## src/rtl/alu_exec_ctrl_pkg.sv

```systemverilog
// Shared types for the ALU execution controller: ALU function codes,
// controller states and the latched status-flag layout.
package alu_exec_ctrl_pkg;

  typedef enum logic [2:0] {
    ADD = 3'd0,
    SUB = 3'd1,
    AND = 3'd2,
    OR  = 3'd3,
    XOR = 3'd4,
    INV = 3'd5,
    SHL = 3'd6,
    SHR = 3'd7
  } alu_func_e;

  typedef enum logic [1:0] {
    IDLE    = 2'd0,
    OPERAND = 2'd1,
    EXEC    = 2'd2
  } exec_state_e;

  localparam int FLAG_Z = 0;
  localparam int FLAG_N = 1;
  localparam int FLAG_C = 2;
  localparam int FLAG_V = 3;

  // Field order matches the {V,C,N,Z} bit layout of status_flags.
  typedef struct packed {
    logic v;
    logic c;
    logic n;
    logic z;
  } status_flags_t;

endpackage

```

## src/rtl/alu_exec_ctrl_reg_file.sv

```systemverilog
// Register file: two registered read ports, a combinational debug port and one
// write port shared between ALU writeback (priority) and host writes.
module reg_file
  import alu_exec_ctrl_pkg::*;
#(
  parameter int DATA_W   = 8,
  parameter int NUM_REGS = 4,
  localparam int REG_AW  = $clog2(NUM_REGS)
) (
  input  logic              clk,
  input  logic              rst,
  input  logic              rd_en,
  input  logic [REG_AW-1:0] rd_addr_a,
  input  logic [REG_AW-1:0] rd_addr_b,
  output logic [DATA_W-1:0] rd_data_a,
  output logic [DATA_W-1:0] rd_data_b,
  input  logic              wb_en,
  input  logic [REG_AW-1:0] wb_addr,
  input  logic [DATA_W-1:0] wb_data,
  input  logic              host_en,
  input  logic [REG_AW-1:0] host_addr,
  input  logic [DATA_W-1:0] host_data,
  input  logic [REG_AW-1:0] dbg_addr,
  output logic [DATA_W-1:0] dbg_data
);

  logic [DATA_W-1:0] regs_q [NUM_REGS];
  logic [DATA_W-1:0] regs_d [NUM_REGS];
  logic [DATA_W-1:0] rd_data_a_q, rd_data_a_d;
  logic [DATA_W-1:0] rd_data_b_q, rd_data_b_d;

  // Read ports hold their last value so the ALU operands stay stable between commands.
  always_comb begin
    regs_d      = regs_q;
    rd_data_a_d = rd_data_a_q;
    rd_data_b_d = rd_data_b_q;
    if (wb_en) begin
      regs_d[wb_addr] = wb_data;
    end else if (host_en) begin
      regs_d[host_addr] = host_data;
    end
    if (rd_en) begin
      rd_data_a_d = regs_q[rd_addr_a];
      rd_data_b_d = regs_q[rd_addr_b];
    end
  end

  always_ff @(posedge clk) begin
    if (rst) begin
      regs_q      <= '{default: '0};
      rd_data_a_q <= '0;
      rd_data_b_q <= '0;
    end else begin
      regs_q      <= regs_d;
      rd_data_a_q <= rd_data_a_d;
      rd_data_b_q <= rd_data_b_d;
    end
  end

  assign rd_data_a = rd_data_a_q;
  assign rd_data_b = rd_data_b_q;
  assign dbg_data  = regs_q[dbg_addr];

endmodule

```

## src/rtl/alu_exec_ctrl.sv

```systemverilog
// Sequences one command at a time: operand fetch, execution on the external
// combinational alu, then register writeback and status-flag capture.
module alu_exec_ctrl
  import alu_exec_ctrl_pkg::*;
#(
  parameter int DATA_W   = 8,
  parameter int NUM_REGS = 4,
  localparam int REG_AW  = $clog2(NUM_REGS)
) (
  input  logic              clk,
  input  logic              rst,
  input  logic              cmd_valid,
  output logic              cmd_ready,
  input  alu_func_e         cmd_func,
  input  logic [REG_AW-1:0] cmd_rs_a,
  input  logic [REG_AW-1:0] cmd_rs_b,
  input  logic [REG_AW-1:0] cmd_rd,
  input  logic              cmd_wb_en,
  input  logic              host_wr_en,
  input  logic [REG_AW-1:0] host_wr_addr,
  input  logic [DATA_W-1:0] host_wr_data,
  output logic [DATA_W-1:0] operand_a,
  output logic [DATA_W-1:0] operand_b,
  output alu_func_e         alu_func,
  output logic              output_enable,
  input  logic [DATA_W-1:0] alu_result,
  input  logic              zero_flag,
  input  logic              negative_flag,
  input  logic              carry_flag,
  input  logic              signed_overflow,
  output logic [3:0]        status_flags,
  output logic              done,
  input  logic [REG_AW-1:0] rd_dbg_addr,
  output logic [DATA_W-1:0] rd_dbg_data
);

  exec_state_e       state_q, state_d;
  alu_func_e         alu_func_q, alu_func_d;
  logic [REG_AW-1:0] rd_q, rd_d;
  logic              wb_en_q, wb_en_d;
  logic              cmd_ready_q, cmd_ready_d;
  logic              output_enable_q, output_enable_d;
  logic              done_q, done_d;
  status_flags_t     flags_q, flags_d;
  logic              accept;
  logic              rf_wb_en;
  logic              rf_host_en;

  // A command accepted on the same edge as a host write wins; the host write is dropped.
  assign accept     = (state_q == IDLE) && cmd_valid;
  assign rf_wb_en   = (state_q == EXEC) && wb_en_q;
  assign rf_host_en = (state_q == IDLE) && host_wr_en && !accept;

  always_comb begin
    state_d         = state_q;
    alu_func_d      = alu_func_q;
    rd_d            = rd_q;
    wb_en_d         = wb_en_q;
    cmd_ready_d     = cmd_ready_q;
    output_enable_d = output_enable_q;
    done_d          = 1'b0;
    flags_d         = flags_q;
    case (state_q)
      IDLE: begin
        if (cmd_valid) begin
          state_d     = OPERAND;
          alu_func_d  = cmd_func;
          rd_d        = cmd_rd;
          wb_en_d     = cmd_wb_en;
          cmd_ready_d = 1'b0;
        end
      end
      OPERAND: begin
        state_d         = EXEC;
        output_enable_d = 1'b1;
      end
      EXEC: begin
        state_d         = IDLE;
        output_enable_d = 1'b0;
        cmd_ready_d     = 1'b1;
        done_d          = 1'b1;
        flags_d         = '{v: signed_overflow, c: carry_flag,
                            n: negative_flag, z: zero_flag};
      end
      default: begin
        state_d         = IDLE;
        output_enable_d = 1'b0;
        cmd_ready_d     = 1'b1;
      end
    endcase
  end

  always_ff @(posedge clk) begin
    if (rst) begin
      state_q         <= IDLE;
      alu_func_q      <= ADD;
      rd_q            <= '0;
      wb_en_q         <= 1'b0;
      cmd_ready_q     <= 1'b1;
      output_enable_q <= 1'b0;
      done_q          <= 1'b0;
      flags_q         <= '0;
    end else begin
      state_q         <= state_d;
      alu_func_q      <= alu_func_d;
      rd_q            <= rd_d;
      wb_en_q         <= wb_en_d;
      cmd_ready_q     <= cmd_ready_d;
      output_enable_q <= output_enable_d;
      done_q          <= done_d;
      flags_q         <= flags_d;
    end
  end

  // Sources are read on the accept edge, so the operands are valid throughout OPERAND.
  reg_file #(
    .DATA_W   (DATA_W),
    .NUM_REGS (NUM_REGS)
  ) u_reg_file (
    .clk       (clk),
    .rst       (rst),
    .rd_en     (accept),
    .rd_addr_a (cmd_rs_a),
    .rd_addr_b (cmd_rs_b),
    .rd_data_a (operand_a),
    .rd_data_b (operand_b),
    .wb_en     (rf_wb_en),
    .wb_addr   (rd_q),
    .wb_data   (alu_result),
    .host_en   (rf_host_en),
    .host_addr (host_wr_addr),
    .host_data (host_wr_data),
    .dbg_addr  (rd_dbg_addr),
    .dbg_data  (rd_dbg_data)
  );

  assign cmd_ready     = cmd_ready_q;
  assign output_enable = output_enable_q;
  assign alu_func      = alu_func_q;
  assign done          = done_q;
  assign status_flags  = flags_q;

endmodule

```

## config.mk

```make
export PLATFORM = sky130hd
export DESIGN_NAME = alu_exec_ctrl
export DESIGN_NICKNAME = d
export VERILOG_FILES = /design/src/rtl/alu_exec_ctrl_pkg.sv /design/src/rtl/alu_exec_ctrl_reg_file.sv /design/src/rtl/alu_exec_ctrl.sv
export SDC_FILE = /design/constraint.sdc
export NUM_CORES = 1
export LEC_CHECK = 0
export BUFFER_PORTS_ARGS = -buffer_cell sky130_fd_sc_hd__buf_2
export CAP_MARGIN = 20
export CORE_UTILIZATION = 45
export DETAILED_ROUTE_END_ITERATION = 6
export PLACE_DENSITY = 0.77
export SKIP_LAST_GASP = 1
export SLEW_MARGIN = 20
export SYNTH_ARGS = -nofsm -noshare
export SYNTH_HDL_FRONTEND = slang
export SYNTH_SLANG_ARGS = --single-unit
```

## constraint.sdc

```tcl
create_clock -name clk -period 1.6 [get_ports clk]
set_input_delay 0.32 -clock clk [delete_from_list [all_inputs] [get_ports clk]]
set_output_delay 0.32 -clock clk [all_outputs]
set_load 0.01 [all_outputs]
```

Yosys cells after proc, flatten, opt, wreduce, memory -nomap -nowiden
Cells that the tools add are included.

storage, ports and cells
  bits in registers = 63
  output and inout port bits = 34
  word-level logic and storage cells = 67

operators by class
  $lt $le $gt $ge = 7
  equal/unequal tests = 3
  muxes and demuxes = 23
  bitwise gates (word level) = 6
  reductions and logical operators = 11

operators by type and width
  operator            number
  $bwmux 32           2
  $mux 32             2
  $mux 8              8
  $bmux 8 s2          3
  $demux 8 s2         2
  $ge 3x3->1 const B  5
  $not 2->3           5
  $logic_and 1x1->1   6
  $lt 3x1->1 const B  2
  $pmux 1 s2          2
  $pmux 2 s2          1
  $reduce_and 2->1    2
  $eq 2x1->1 const B  1
  $eq 2x2->1 const B  1
  $logic_not 2->1     1
  $mux 1              2
  $mux 2              1
  $ne 2x2->1 const B  1
  $reduce_bool 2->1   1
  $logic_not 1->1     1
  $not 1->1           1

Longest topological paths before layout
  depth after elaboration = 8
  mapped depth = 6

Cells and area by module
Synthesis repeated with hierarchy kept, for this count alone.

unflattened totals
  cells, all modules = 297
  area, all modules = 3388.2 um2

modules (own cells, without submodules)
  module         instances  cells each  area an instance (um2)  sequential area each (um2)
  reg_file       1          247         2851.5                  960.9
  alu_exec_ctrl  1          50          536.8                   300.3

Worst setup path after synthesis
No wires, ideal clock.

  path kind = flip-flop to flip-flop
  from = reg state_q[1]
  to = reg u_reg_file.regs_q[21] (netlist bit)
  data arrival time = 1362 ps
  required time = 1466 ps
  slack = 104 ps
  stages on the path, launching flop included = 6
  period minus slack after synthesis = 1496 ps
  cell sequence = dfxtp_1 -> or4b_1 -> clkbuf_1 -> clkbuf_1 -> o21ai_0 -> a211oi_1

on the way
  word-level cells in the longest chain between the ends = 5
  elaborated cells on any way between the ends = 9
  those cells by class = 1 x eq/ne; 1 x mux; 7 x reduce/logical

ends and longest elaborated chain
  what                         RTL line                                  source
  start, declared              alu_exec_ctrl.sv:37                       exec_state_e state_q, state_d;
  start signal, assigned       alu_exec_ctrl.sv:104                      state_q <= state_d;
  $logic_not 2->1              alu_exec_ctrl.sv:50, alu_exec_ctrl.sv:52
  $logic_and 1x1->1            alu_exec_ctrl.sv:50                       assign accept = (state_q == IDLE) && cmd_valid;
  $logic_not 1->1              alu_exec_ctrl.sv:52                       assign rf_host_en = (state_q == IDLE) && host_wr_en && !accept;
  $logic_and 1x1->1            alu_exec_ctrl.sv:52
  $reduce_bool 2->1 (no line)  n/a
  end signal, assigned         alu_exec_ctrl_reg_file.sv:54              regs_q <= regs_d;
  end, declared                alu_exec_ctrl_reg_file.sv:27              logic [DATA_W-1:0] regs_q [NUM_REGS];

Several ways; a longest one is shown, not always the timed one.
A chain may end at the register's enable or synchronous reset.

Worst setup path after layout
  from = reg u_reg_file.regs_q[7] (netlist bit)
  to = out rd_dbg_data[7]

on the way
  word-level cells in the longest chain between the ends = 3

ends and longest elaborated chain
  what                                        RTL line                      source
  $bmux 8 s2                                  alu_exec_ctrl_reg_file.sv:62  assign dbg_data = regs_q[dbg_addr];
  $mux 8 (implied by the code) (2 in series)  alu_exec_ctrl_reg_file.sv:62
  end, declared                               alu_exec_ctrl.sv:34           output logic [DATA_W-1:0] rd_dbg_data

Every way passes these cells. The select of a mux whose other input is x is not followed.

==> results.toml <==
[outcome]
run_status = "finished, violations left"
violations = "negative setup slack"

[synth]
yosysMostFrequentCell = "dfxtp_1"
synth_warnings = 0
synth_edf_count = 0
yosysSeqAreaShare_pct = 37.1
syn_area_per_cell_sq_um = 9.40
synth_top_flop_cell = "dfxtp_1"
yosysTopAreaCell = "dfxtp_1"
synth_common_cells = "63 x dfxtp_1, 46 x nand2_1, 28 x a221oi_1, 28 x inv_1, 28 x nand3_1"
synth_nets = 400
synth-async-reset-ratio_pct = 0
synthTopCellsByArea = "dfxtp_1 37%, mux4_2 16%, a221oi_1 7.2%"
synthCells = 362
ys_ff_latch = 63
netlist_area_sq_um = 3400
synth_top_area_share_pct = 37.1
ys_types = 34

[sta]
worst_pin_slew_ns = 0.613
setup_viol = 5
relSlewSlack_pct = 59.0
fmax_mhz = 602
clock_skew_ns = 0.0103
min_period_over_period_pct = 104
rsz0062_at_grt = "yes"
period_minus_slack_ns = 1.66
final.setup.worst_slack_ns = -0.0616
hold_viol = 0
drv_slew = 0

[floorplan]
core_sq_um = 7290
rows = 31
start_util_pct = 46.7
die_w_microns = 89.0
dieArea_sq_um = 7910
ios = 72
die_h_microns = 89.0

[placed_design]
place_congestion = 0.935
hpwlAfterDp_microns = 6790
port_buffers = 71

[hold_path]
min_path_type = "in -> reg"

[layout]
synthToLayoutAreaGrowth_pct = 30.3
drive_gt1_share_pct = 43.8
final_net_count = 491
diodes = 0
utilization_pct = 60.8

[routing]
remaining_drc_errors = 0
ant_nets = 0
viasPerCell = 6.30
num_vias = 3502
drtIter0Drc = 545
firstDrtPassIters = 5
wl_per_cell_microns = 18.8
wl_microns = 10400

[worst_setup_path]
worstPathArrival_ns = 1.34
critPathCaptureType = "primary output"
worstSetupPathType = "reg -> out"
cp-start-kind = "flip-flop"
cp.required_ns = 1.28
crit_path_max_fanout = 2
r2r_slack_ns = 0.02

[cts]
cts.reportedPaths.clkPinSlew_ns = 0.07
clock_sinks = 63
numCtsBuffers = 9
clkLatencyLatePin_ns = 0.34
ctsHoldBuffers = 0
h-tree-depth = 3
clock-root-buffer = "clkbuf_8"
cts_buffer_depth = 2
cts_tree = "yes"

[pwr]
vdd_drop_max_v = 0.000369
total_power_mw = 3.44
power_per_cell_area_nw_per_um2 = 776
total_leakage_power_nw = 1.65

[grt]
grt_remaining_overflow = 0
grt_usage_pct = 27.6
grt_pass1_wl_microns = 16300
antenna_found_initial = 0
grt_max_degree = 46
grt_pass1_vias = 3285

[job]
drv_cap = 0
[power breakdown]
group | leakage (nW) | switching [mW] | internal [mW]
clock network | 0.0805 | 0.595 | 0.597
logic | 1.05 | 0.313 | 0.269
registers | 0.527 | 0.0471 | 1.62
total | 1.65 | 0.954 | 2.49
[layer usage]
layer	global-route usage, %	vias to the layer above	routed length [microns]
li1	-	1563	-
met1	35.7	1655	4080
met2	43.4	241	4840
met3	5.54	43	1100
met4	15.3	0	420
met5	0	-	0
[path summary, 6_finish.rpt]
path                                        start                              endpoint  cells after the start
min                                    carry_flag          status_flags[2]$_SDFFE_PP0P_                      3
min reg2reg  u_reg_file.rd_data_a[2]$_SDFFE_PP0P_  u_reg_file.rd_data_a[2]$_SDFFE_PP0P_                      2
max             u_reg_file.regs_q[7]$_SDFFE_PP0P_                        rd_dbg_data[7]                      2
max reg2reg               state_q[1]$_SDFFE_PP0P_     u_reg_file.regs_q[0]$_SDFFE_PP0P_                      5
[flip-flops by register name, indices dropped and copies added, names as in the netlist, 2 cells and up]
name                  cells
alu_func                  3
status_flags              4
u_reg_file.rd_data_b      8
u_reg_file.regs_q        32
state_q                   2
u_reg_file.rd_data_a      8
rd_q                      2
[kinds of logic after synthesis]
| group | after synthesis | share of synthesized area, % |
|---|---|---|
| AOI/OAI and AO/OA | 95 | 21.7 |
| muxes | 28 | 17.1 |
| buffers and inverters | 67 | 8.09 |
| DFF | 63 | 37.1 |
| and+or+nand+nor | 109 | 16.1 |
[per-stage QoR]
step                      hold slack [ns]  instances  setup WS, ns  area [sq um]   TNS [ns]
after floorplan                     0.456        362         0.104          3400          0
after global placement              0.440        520     -0.000100          3970  -0.000100
after detailed placement            0.445        520       -0.0219          3970     -0.124
after CTS                           0.212        552       -0.0466          4350    -0.0938
after global routing                0.221        556       -0.0641          4430     -0.272
final                               0.214        556       -0.0616          4430     -0.139
[cells in the final DEF, fill, tap and decap left out, drive strengths merged, types with 4 or more instances in the layout]
cell type,count
a211oi,4
a21oi,22
a221oi,28
a22oi,4
a32oi,4
buf,118
clkbuf,15
dfxtp,63
inv,28
mux2i,4
mux4,24
nand2,46
nand3,28
nor2,8
nor2b,5
nor3,5
o21ai,4
o32ai,26
[layout make-up]
type	count	area, sq um
Tap cell	99	124
Timing Repair Buffer	119	822
Sequential cell	63	1310
Fill cell	633	2860
Inverter	28	105
Clock buffer	14	153
Clock inverter	1	5.00
Multi-Input combinational cell	232	1920
[critical path, stage by stage (launching register included)]
cell and delay (ns):
dfxtp_4 0.36, mux4_2 0.49, buf_6 0.14
[repair_timing]
| action | 4_1_cts | 5_1_grt |
|---|---|---|
| setup endpoints to repair | 34 | 15 |
| pin swaps | 1 | 0 |
| gates resized for setup | 41 | 11 |
| buffers inserted | 17 | 4 |
Note: power is estimated with default switching activity, not from simulation.
